### src/rtl/instr_fetch_stage_if.sv
// Instruction-memory request/acknowledge port between the fetch stage and memory.
// The address is registered by the fetch stage and held while the request is pending.
interface instr_fetch_stage_if #(
  parameter int ADDR_W = 32,
  parameter int DATA_W = 32
);
  logic              imem_req;
  logic [ADDR_W-1:0] imem_addr;
  logic              imem_ack;
  logic [DATA_W-1:0] imem_rdata;

  modport master (output imem_req, imem_addr, input imem_ack, imem_rdata);
  modport slave  (input imem_req, imem_addr, output imem_ack, imem_rdata);
endinterface

### src/rtl/instr_fetch_stage.sv
// Instruction fetch stage: PC, req/ack fetch FSM, and a two-entry output/skid buffer.
// Feeds the IF/ID register via if_write, instr_out and next_pc_out.
module instr_fetch_stage #(
  parameter int                ADDR_W   = 32,
  parameter int                DATA_W   = 32,
  parameter logic [ADDR_W-1:0] RESET_PC = '0
) (
  input  logic                 clock,
  input  logic                 clear_n,
  input  logic                 stall,
  input  logic                 redirect,
  input  logic [ADDR_W-1:0]    redirect_pc,
  instr_fetch_stage_if.master  imem,
  output logic                 if_write,
  output logic [DATA_W-1:0]    instr_out,
  output logic [ADDR_W-1:0]    next_pc_out
);

  typedef enum logic [1:0] {IDLE, REQ, DRAIN} state_t;

  typedef struct packed {
    logic [DATA_W-1:0] instr;
    logic [ADDR_W-1:0] npc;
  } entry_t;

  state_t            state, state_nxt;
  logic [ADDR_W-1:0] pc, fetch_addr, fetch_inc, rpc;
  entry_t            out_q, skid_q, new_e;
  logic              out_valid, skid_valid;
  logic              consume, accept;
  logic [1:0]        occ_nxt;

  assign rpc       = {redirect_pc[ADDR_W-1:2], 2'b00};
  assign fetch_inc = fetch_addr + ADDR_W'(4);
  assign if_write  = out_valid & ~stall & ~redirect;
  assign consume   = if_write;
  assign accept    = (state == REQ) & imem.imem_ack & ~redirect;
  assign new_e     = '{instr: imem.imem_rdata, npc: fetch_inc};

  // Buffer occupancy after this edge (redirect flushes separately)
  assign occ_nxt = {1'b0, out_valid} + {1'b0, skid_valid}
                 - {1'b0, consume}   + {1'b0, accept};

  assign imem.imem_addr = fetch_addr;
  assign instr_out      = out_q.instr;
  assign next_pc_out    = out_q.npc;

  always_ff @(posedge clock or negedge clear_n) begin
    if (!clear_n) state <= IDLE;
    else          state <= state_nxt;
  end

  always_comb begin
    state_nxt = state;
    case (state)
      IDLE:  if (redirect || occ_nxt < 2'd2) state_nxt = REQ;
      REQ: begin
        if (redirect)                             state_nxt = imem.imem_ack ? REQ : DRAIN;
        else if (imem.imem_ack && occ_nxt >= 2'd2) state_nxt = IDLE;
      end
      DRAIN: if (imem.imem_ack) state_nxt = REQ;
      default: state_nxt = IDLE;
    endcase
  end

  always_comb begin
    imem.imem_req = (state != IDLE);
  end

  // pc tracks the architectural next fetch; fetch_addr lags it only while draining
  always_ff @(posedge clock or negedge clear_n) begin
    if (!clear_n) begin
      pc         <= RESET_PC;
      fetch_addr <= RESET_PC;
    end else if (redirect) begin
      pc <= rpc;
      if (state == IDLE || imem.imem_ack) fetch_addr <= rpc;
    end else if (accept) begin
      pc         <= fetch_inc;
      fetch_addr <= fetch_inc;
    end else if (state == DRAIN && imem.imem_ack) begin
      fetch_addr <= pc;
    end
  end

  always_ff @(posedge clock or negedge clear_n) begin
    if (!clear_n) begin
      out_valid  <= 1'b0;
      skid_valid <= 1'b0;
      out_q      <= '0;
      skid_q     <= '0;
    end else if (redirect) begin
      out_valid  <= 1'b0;
      skid_valid <= 1'b0;
    end else if (consume) begin
      if (skid_valid) begin
        out_q      <= skid_q;
        skid_valid <= accept;
        if (accept) skid_q <= new_e;
      end else if (accept) begin
        out_q <= new_e;
      end else begin
        out_valid <= 1'b0;
      end
    end else if (accept) begin
      if (!out_valid) begin
        out_q     <= new_e;
        out_valid <= 1'b1;
      end else begin
        skid_q     <= new_e;
        skid_valid <= 1'b1;
      end
    end
  end

endmodule

### src/flat_wrapper.sv
// flat-port wrapper written by rule: the top's interface ports become plain ports
module instr_fetch_stage_flat 
#(
  parameter int                ADDR_W   = 32,
  parameter int                DATA_W   = 32,
  parameter logic [ADDR_W-1:0] RESET_PC = '0
)
  (clock, clear_n, stall, redirect, redirect_pc, if_write, instr_out, next_pc_out, imem_imem_req, imem_imem_addr, imem_imem_ack, imem_imem_rdata);
  instr_fetch_stage_if #(.ADDR_W(ADDR_W), .DATA_W(DATA_W)) imem_i ();
  input  logic clock;
  input  logic clear_n;
  input  logic stall;
  input  logic redirect;
  input  logic [ADDR_W-1:0] redirect_pc;
  output logic if_write;
  output logic [DATA_W-1:0] instr_out;
  output logic [ADDR_W-1:0] next_pc_out;
  output wire logic [$bits(imem_i.imem_req)-1:0] imem_imem_req;
  output wire logic [$bits(imem_i.imem_addr)-1:0] imem_imem_addr;
  input wire logic [$bits(imem_i.imem_ack)-1:0] imem_imem_ack;
  input wire logic [$bits(imem_i.imem_rdata)-1:0] imem_imem_rdata;
  assign imem_imem_req = imem_i.imem_req;
  assign imem_imem_addr = imem_i.imem_addr;
  assign imem_i.imem_ack = imem_imem_ack;
  assign imem_i.imem_rdata = imem_imem_rdata;
  instr_fetch_stage #(.ADDR_W(ADDR_W), .DATA_W(DATA_W), .RESET_PC(RESET_PC)) u_core (.clock(clock), .clear_n(clear_n), .stall(stall), .redirect(redirect), .redirect_pc(redirect_pc), .imem(imem_i), .if_write(if_write), .instr_out(instr_out), .next_pc_out(next_pc_out));
endmodule
### config.mk
export PLATFORM = sky130hd
export DESIGN_NAME = instr_fetch_stage_flat
export DESIGN_NICKNAME = d
export VERILOG_FILES = /design/src/rtl/instr_fetch_stage_if.sv /design/src/rtl/instr_fetch_stage.sv /design/src/flat_wrapper.sv
export SDC_FILE = /design/constraint.sdc
export NUM_CORES = 1
export LEC_CHECK = 0
export CORE_MARGIN = 3
export CORE_UTILIZATION = 25
export CTS_BUF_LIST = sky130_fd_sc_hd__clkbuf_16
export CTS_CLUSTER_DIAMETER = 60
export DETAILED_ROUTE_END_ITERATION = 10
export GPL_TIMING_DRIVEN = 0
export PLACE_DENSITY = 0.43
export SETUP_SLACK_MARGIN = 0.3
export SYNTH_ARGS = -nofsm -noshare
export SYNTH_HDL_FRONTEND = slang
export SYNTH_SLANG_ARGS = --single-unit
### constraint.sdc
create_clock -name clock -period 5.1 [get_ports clock]
set_input_delay 0.765 -clock clock [delete_from_list [all_inputs] [get_ports clock]]
set_output_delay 0.765 -clock clock [all_outputs]
set_load 0.005 [all_outputs]
After elaboration in Yosys (flattened, before gate mapping)
Index checks and enable logic that the tools add are counted.
- register bits: 196
- latch bits: 0
- bits in writable memories: 0
- ROM bits: 0
- input port bits: 69
- memories: 0
- $add $sub $neg: 4
- multiply operators: 0
- div/mod/pow operators: 0
- order comparisons: 2
- eq/ne operators: 11
- shifts and indexed selects: 0
- muxes and demuxes: 31
- bitwise operators: 6
- reduce and logical (&&, ||, !) cells: 19
- operator list (kind ; count):
    $mux W64 ; 9
    $mux W32 ; 6
    $add A32 B3 Y32 const B ; 1
    $mux W1 ; 10
    $mux W2 ; 5
    $reduce_bool A2 Y1 ; 5
    $ne A3 B3 Y1 const B ; 3
    $reduce_bool A3 Y1 ; 3
    $ne A2 B1 Y1 const B ; 3
    $ne A2 B2 Y1 const B ; 3
    $pmux W2 S3 ; 1
    $reduce_and A3 Y1 ; 2
    $reduce_and A5 Y1 ; 1
    $and A1 B1 Y1 ; 4
    $reduce_and A2 Y1 ; 2
    $reduce_and A4 Y1 ; 1
    $add A1 B1 Y2 ; 1
    $add A2 B1 Y2 ; 1
    $eq A2 B1 Y1 const B ; 1
    $eq A2 B2 Y1 const B ; 1
    $ge A2 B2 Y1 const B ; 1
    $logic_and A1 B1 Y1 ; 2
    $logic_not A2 Y1 ; 1
    $logic_or A1 B1 Y1 ; 2
    3 further kinds ; 4

Depth between registers and ports, before layout
- word-level depth: 10
- gate-level depth with buffers: 9

Worst setup path after synthesis
Ideal clock, no wire load.
- path kind: input -> register
- from: in redirect
- to: reg u_core.state[0]
- setup time: 146 ps
- arrival time: 2285 ps
- setup slack: 2669 ps
- cell stages on the path: 8
- cells stage by stage: nor3b_1 > ha_1 > inv_1 > ha_1 > a21oi_1 > xor2_1 > a2111oi_0 > a311oi_1
- word-level cells in the longest chain between the ends: 8
- elaborated cells on any way between the ends: 14
- RTL lines (what ; RTL line ; text):
    start: declaration ; flat_wrapper.sv:13 ; input logic redirect;
    $not A1 Y1 (no line) ; -- ;
    $and A1 B1 Y1 ; instr_fetch_stage.sv:35 ; assign if_write = out_valid & ~stall & ~redirect;
    $sub A2 B1 Y2 ; instr_fetch_stage.sv:42 ; - {1'b0, consume} + {1'b0, accept};
    $add A2 B1 Y2 ; instr_fetch_stage.sv:42 ;
    $ge A2 B2 Y1 / $lt A2 B2 Y1 (equally long branches) ; instr_fetch_stage.sv:59, instr_fetch_stage.sv:56 ;
    $logic_and A1 B1 Y1 / $logic_or A1 B1 Y1 (equally long branches) ; instr_fetch_stage.sv:59, instr_fetch_stage.sv:56 ;
    $ne A3 B3 Y1 (no line) / $ne A2 B1 Y1 (equally long branches) ; -- ;
    $reduce_and A3 Y1 (no line) ; -- ;
    end signal: assignment ; instr_fetch_stage.sv:50 ; else state <= state_nxt;
    end: declaration ; instr_fetch_stage.sv:26 ; state_t state, state_nxt;
Parallel ways exist; a longest one is shown, timed or not.
A chain may end at the register's enable or synchronous reset.

Worst setup path after layout
- from: in redirect
- to: out if_write
- word-level cells in the longest chain between the ends: 2
- RTL lines (what ; RTL line ; text):
    $not A1 Y1 (no line) ; -- ;
    $and A1 B1 Y1 ; instr_fetch_stage.sv:35 ;
    end: declaration ; flat_wrapper.sv:15 ; output logic if_write;
Every way passes these cells.

==> summary.md <==
Counting every instance in the synthesized netlist gives 924. After synthesis, the share of flip-flops with an asynchronous set or reset is 100%. For the final database, setup skew stands at 0.0154 ns.

The run gives 7597 as the via count of the first global-routing pass. The count of port buffers added during placement came out at 164. The commonest register cell after synthesis is sky130_fd_sc_hd__dfrtp_1. For the netlist area before placement, the log shows 9070 sq um. The tool flagged a number of max-cap violations equal to 0.

In this run the critical register-to-register path is launched from u_core.state[0]. CTS saw 196 sinks. After synthesis, the cell types taking the most area are sky130_fd_sc_hd__dfrtp_1, sky130_fd_sc_hd__mux2_2, sky130_fd_sc_hd__nand2_1, sky130_fd_sc_hd__nor2_1, sky130_fd_sc_hd__a21oi_1. From synthesis to final layout, the design area changed by 31.1%. The run gives 1.91 mW as the switching power total.

After clock tree synthesis, the clock-pin slew on the worst setup and hold paths is 0.06 ns. The starting utilization of the core area was 25.4%. The biggest area contributor in the post-synthesis netlist is sky130_fd_sc_hd__dfrtp_1.

At the pin with the least slew margin, the transition time is 0.872 ns. The library cells used most frequently in the layout, excluding fill and tap cells, are sky130_fd_sc_hd__dfrtp_1, sky130_fd_sc_hd__clkdlybuf4s50_1, sky130_fd_sc_hd__nand2_1. Timing would allow up to 325 MHz.

The worst setup path is captured at an output port. The max-slew violation count is 0, and the final number of setup-violating endpoints is 0. The deepest clock path buffer count is 2. CTS placed an instance of sky130_fd_sc_hd__clkbuf_16 at the clock tree root. The library cell used most frequently in the layout, excluding fill and tap cells, is sky130_fd_sc_hd__dfrtp_1. The total power density per cell area is 481 nW/um^2.

The run gives 16.8% as the combined global-route utilization of all metal layers. For the number of instances resized during post-cts repair, the log shows 0. The tightest hold path in the finished design has a slack of 0.389 ns.

The worst-case headroom to the max-slew limit is 41.9%. The path type of the worst min-delay path was in -> async. The placed instance count was 1550.

The clock tree synthesis step divided the H-tree into 4 levels. Hold repair after CTS inserted 0 buffers. The overall die height was 196 microns; the part of the power in combinational logic was 32.8%. IR analysis of the VDD net gives a maximum drop of 0.256 mV.

The clock period minus final worst setup slack came out at 3.08 ns. For the total routed wirelength, the log shows 32300 microns. Setup repair after global routing left no endpoint under its margin. At the end of routability-driven placement, the weighted congestion stood at 0.833. The nature of the critical path startpoint was an input port. TritonCTS built the clock tree. The category of the critical setup timing path is in -> out. The die is 196 microns wide. The total vias in the final route came out at 7674. The warning count from the yosys run is 0, and the arrival time of the worst setup path is 2.31 ns. For the placeable core area, the log shows 35700 sq um. The worst path required time was 4.34 ns. The internal power of the cells came out at 3.80 mW. The end of the worst register-to-register path was u_core.skid_q[11]. In this run switching power makes up 33.4% of total power. The synthesized flop and latch total came out at 196. Setup slack on the worst reg-to-reg path comes out at 2.40 ns. The number of enable flip-flop cells after synthesis was 0.

After detailed routing, the number of vias per cell comes to 4.85. The first global-routing pass estimated 49000 microns of wire. Once the clock tree was built, the setup fixing pass inserted 0 buffers. The floorplan step defined a die boundary enclosing 38600 sq um.

The clock network accounts for 23.9% of the total power. The first detailed-routing pass took 5 iterations. A synthesized cell averages 9.81 sq um.

The netlist uses 66 different library cells. Measured in cells, the most critical reg-to-reg path has a length of 7. The final layout contains 1180 nets.

The post-route clock period utilization works out to 60.3%. The later pin in the worst-skew pair is clocked with a latency of 0.46 ns. The number of nets in the synthesized netlist is 996. The number of routed nets with antenna violations is 0, and the number of antenna violations at the first check in global routing is 0. The final count of hold timing violations came out at 0. The first routing iteration left 507 violations. The run finished with clean final reports. The floorplan has 69 rows.

The logs give 0 for the number of design rule violations left after detail routing and 43.3% for the sequential share of power. The logs give 23200 microns for the half-perimeter wire length of the detailed placement result and 1581 for the count of placed standard cells in the final layout, fillers left out. For this design the static power due to leakage is 5.02 nW. Entering global routing, the biggest net connects 106 pins. In the final routed layout, each cell accounts on average for 20.4 microns. Fill cells in the final layout number 3725. The fraction of synthesized cell area taken by the top area cell type is 54.1%. The CTS buffer count is 17, and the layout cell share with drive strength beyond 1 is 10.2%. The top fanout value on the critical path came out at 5. Number of top-level pins: 167. The logs give 54.1% for the share of synthesized area occupied by flip-flops and latches and 0 for the number of antenna repair diodes. The run gives 0 as the sum of overflow across all layers after global routing.
[worst max-delay path by stage]
stage,startpoint,endpoint,slack [ns]
after floorplan,redirect,u_core.state[0],2.67
after global placement,clear_n,u_core.instr_out[10],-5.90
after detailed placement,redirect,u_core.skid_q[11],1.54
after CTS,redirect,if_write,2.01
after global routing,redirect,u_core.skid_q[16],1.84
final,redirect,if_write,2.02
[power groups by stage]
| stage | sequential (mW) | combinational, mW | clock (mW) |
|---|---|---|---|
| floorplan | 2.42 | 0.865 | 0 |
| global placement | 2.50 | 1.87 | 0 |
| detailed placement | 2.50 | 1.88 | 0 |
| CTS | 2.48 | 1.89 | 1.41 |
| global route | 2.55 | 2.06 | 1.47 |
| finish | 2.47 | 1.87 | 1.37 |
[sequential cells by signal, indices dropped and copies added, names as in the netlist]
signal                 flops
u_core.out_valid           1
u_core.pc                 32
u_core.imem.imem_addr     32
u_core.skid_q             64
u_core.state               2
u_core.skid_valid          1
u_core.next_pc_out        32
u_core.instr_out          32
[per-stage QoR]
step	total power, mW	cell area (sq um)	setup slack (ns)	util (%)	TNS [ns]
final	5.71	11900	2.02	33.3	0
after global routing	6.07	11900	1.84	33.3	0
after CTS	5.78	11900	2.01	33.3	0
after detailed placement	4.39	11300	1.54	31.7	0
after global placement	4.37	11300	-5.90	31.7	-1149.92
after floorplan	3.28	9070	2.67	-	0
[cell families (layout without fill, tap and decap cells)]
kind of cell               after synthesis  in the layout  share of synthesized area (%)
and+or+nand+nor                        347            347                           17.9
adders and majority gates                3              3                          0.414
AOI/OAI and AO/OA                      223            223                           15.1
DFF                                    196            196                           54.1
muxes                                   58             58                           7.11
xor gates and xnor gates                18             18                           1.74
buffers and inverters                   79            275                           3.60
[worst max-delay path, cell delays in order]
cell and delay (ns):
sky130_fd_sc_hd__clkdlybuf4s50_1 0.52, sky130_fd_sc_hd__nor3b_1 0.39, sky130_fd_sc_hd__clkdlybuf4s50_1 0.64
[per-layer routing]
metal | wire [microns] | GRT usage (%)
met1 | 16000 | 24.4
met2 | 14200 | 25.3
met3 | 1340 | 2.77
met4 | 805 | 5.94
met5 | 0 | 0
[cell type report]
| cell class | instances | area, sq um | area share, % |
|---|---|---|---|
| plain buffers | 66 | 278 | 2.34 |
| clock buffers | 17 | 425 | 3.58 |
| flip-flops and latches | 196 | 4900 | 41.3 |
| inverters | 13 | 48.8 | 0.411 |
| clock inverters | 14 | 140 | 1.18 |
| multi-input cells | 649 | 3840 | 32.3 |
| repair buffers | 165 | 1670 | 14.1 |
| well taps | 461 | 577 | 4.85 |
[cell usage after synthesis, types with 4 or more instances]
library cell,n
sky130_fd_sc_hd__buf_1,4
sky130_fd_sc_hd__a31oi_1,45
sky130_fd_sc_hd__o31ai_1,7
sky130_fd_sc_hd__o221ai_1,5
sky130_fd_sc_hd__nand4_1,7
sky130_fd_sc_hd__mux2_2,51
sky130_fd_sc_hd__and2_1,4
sky130_fd_sc_hd__a21oi_1,68
sky130_fd_sc_hd__nand2b_1,6
sky130_fd_sc_hd__a211oi_1,4
sky130_fd_sc_hd__nor4_1,6
sky130_fd_sc_hd__nor3_1,17
sky130_fd_sc_hd__nand2_1,137
sky130_fd_sc_hd__a21o_1,10
sky130_fd_sc_hd__mux2i_1,7
sky130_fd_sc_hd__nor2_1,107
sky130_fd_sc_hd__xor2_1,7
sky130_fd_sc_hd__clkbuf_1,42
sky130_fd_sc_hd__xnor2_1,11
sky130_fd_sc_hd__nand3_1,16
sky130_fd_sc_hd__buf_2,16
sky130_fd_sc_hd__o21a_1,5
sky130_fd_sc_hd__and3_1,18
sky130_fd_sc_hd__inv_1,13
sky130_fd_sc_hd__dfrtp_1,196
sky130_fd_sc_hd__o21ai_0,48
(Power assumes the default switching activity.)
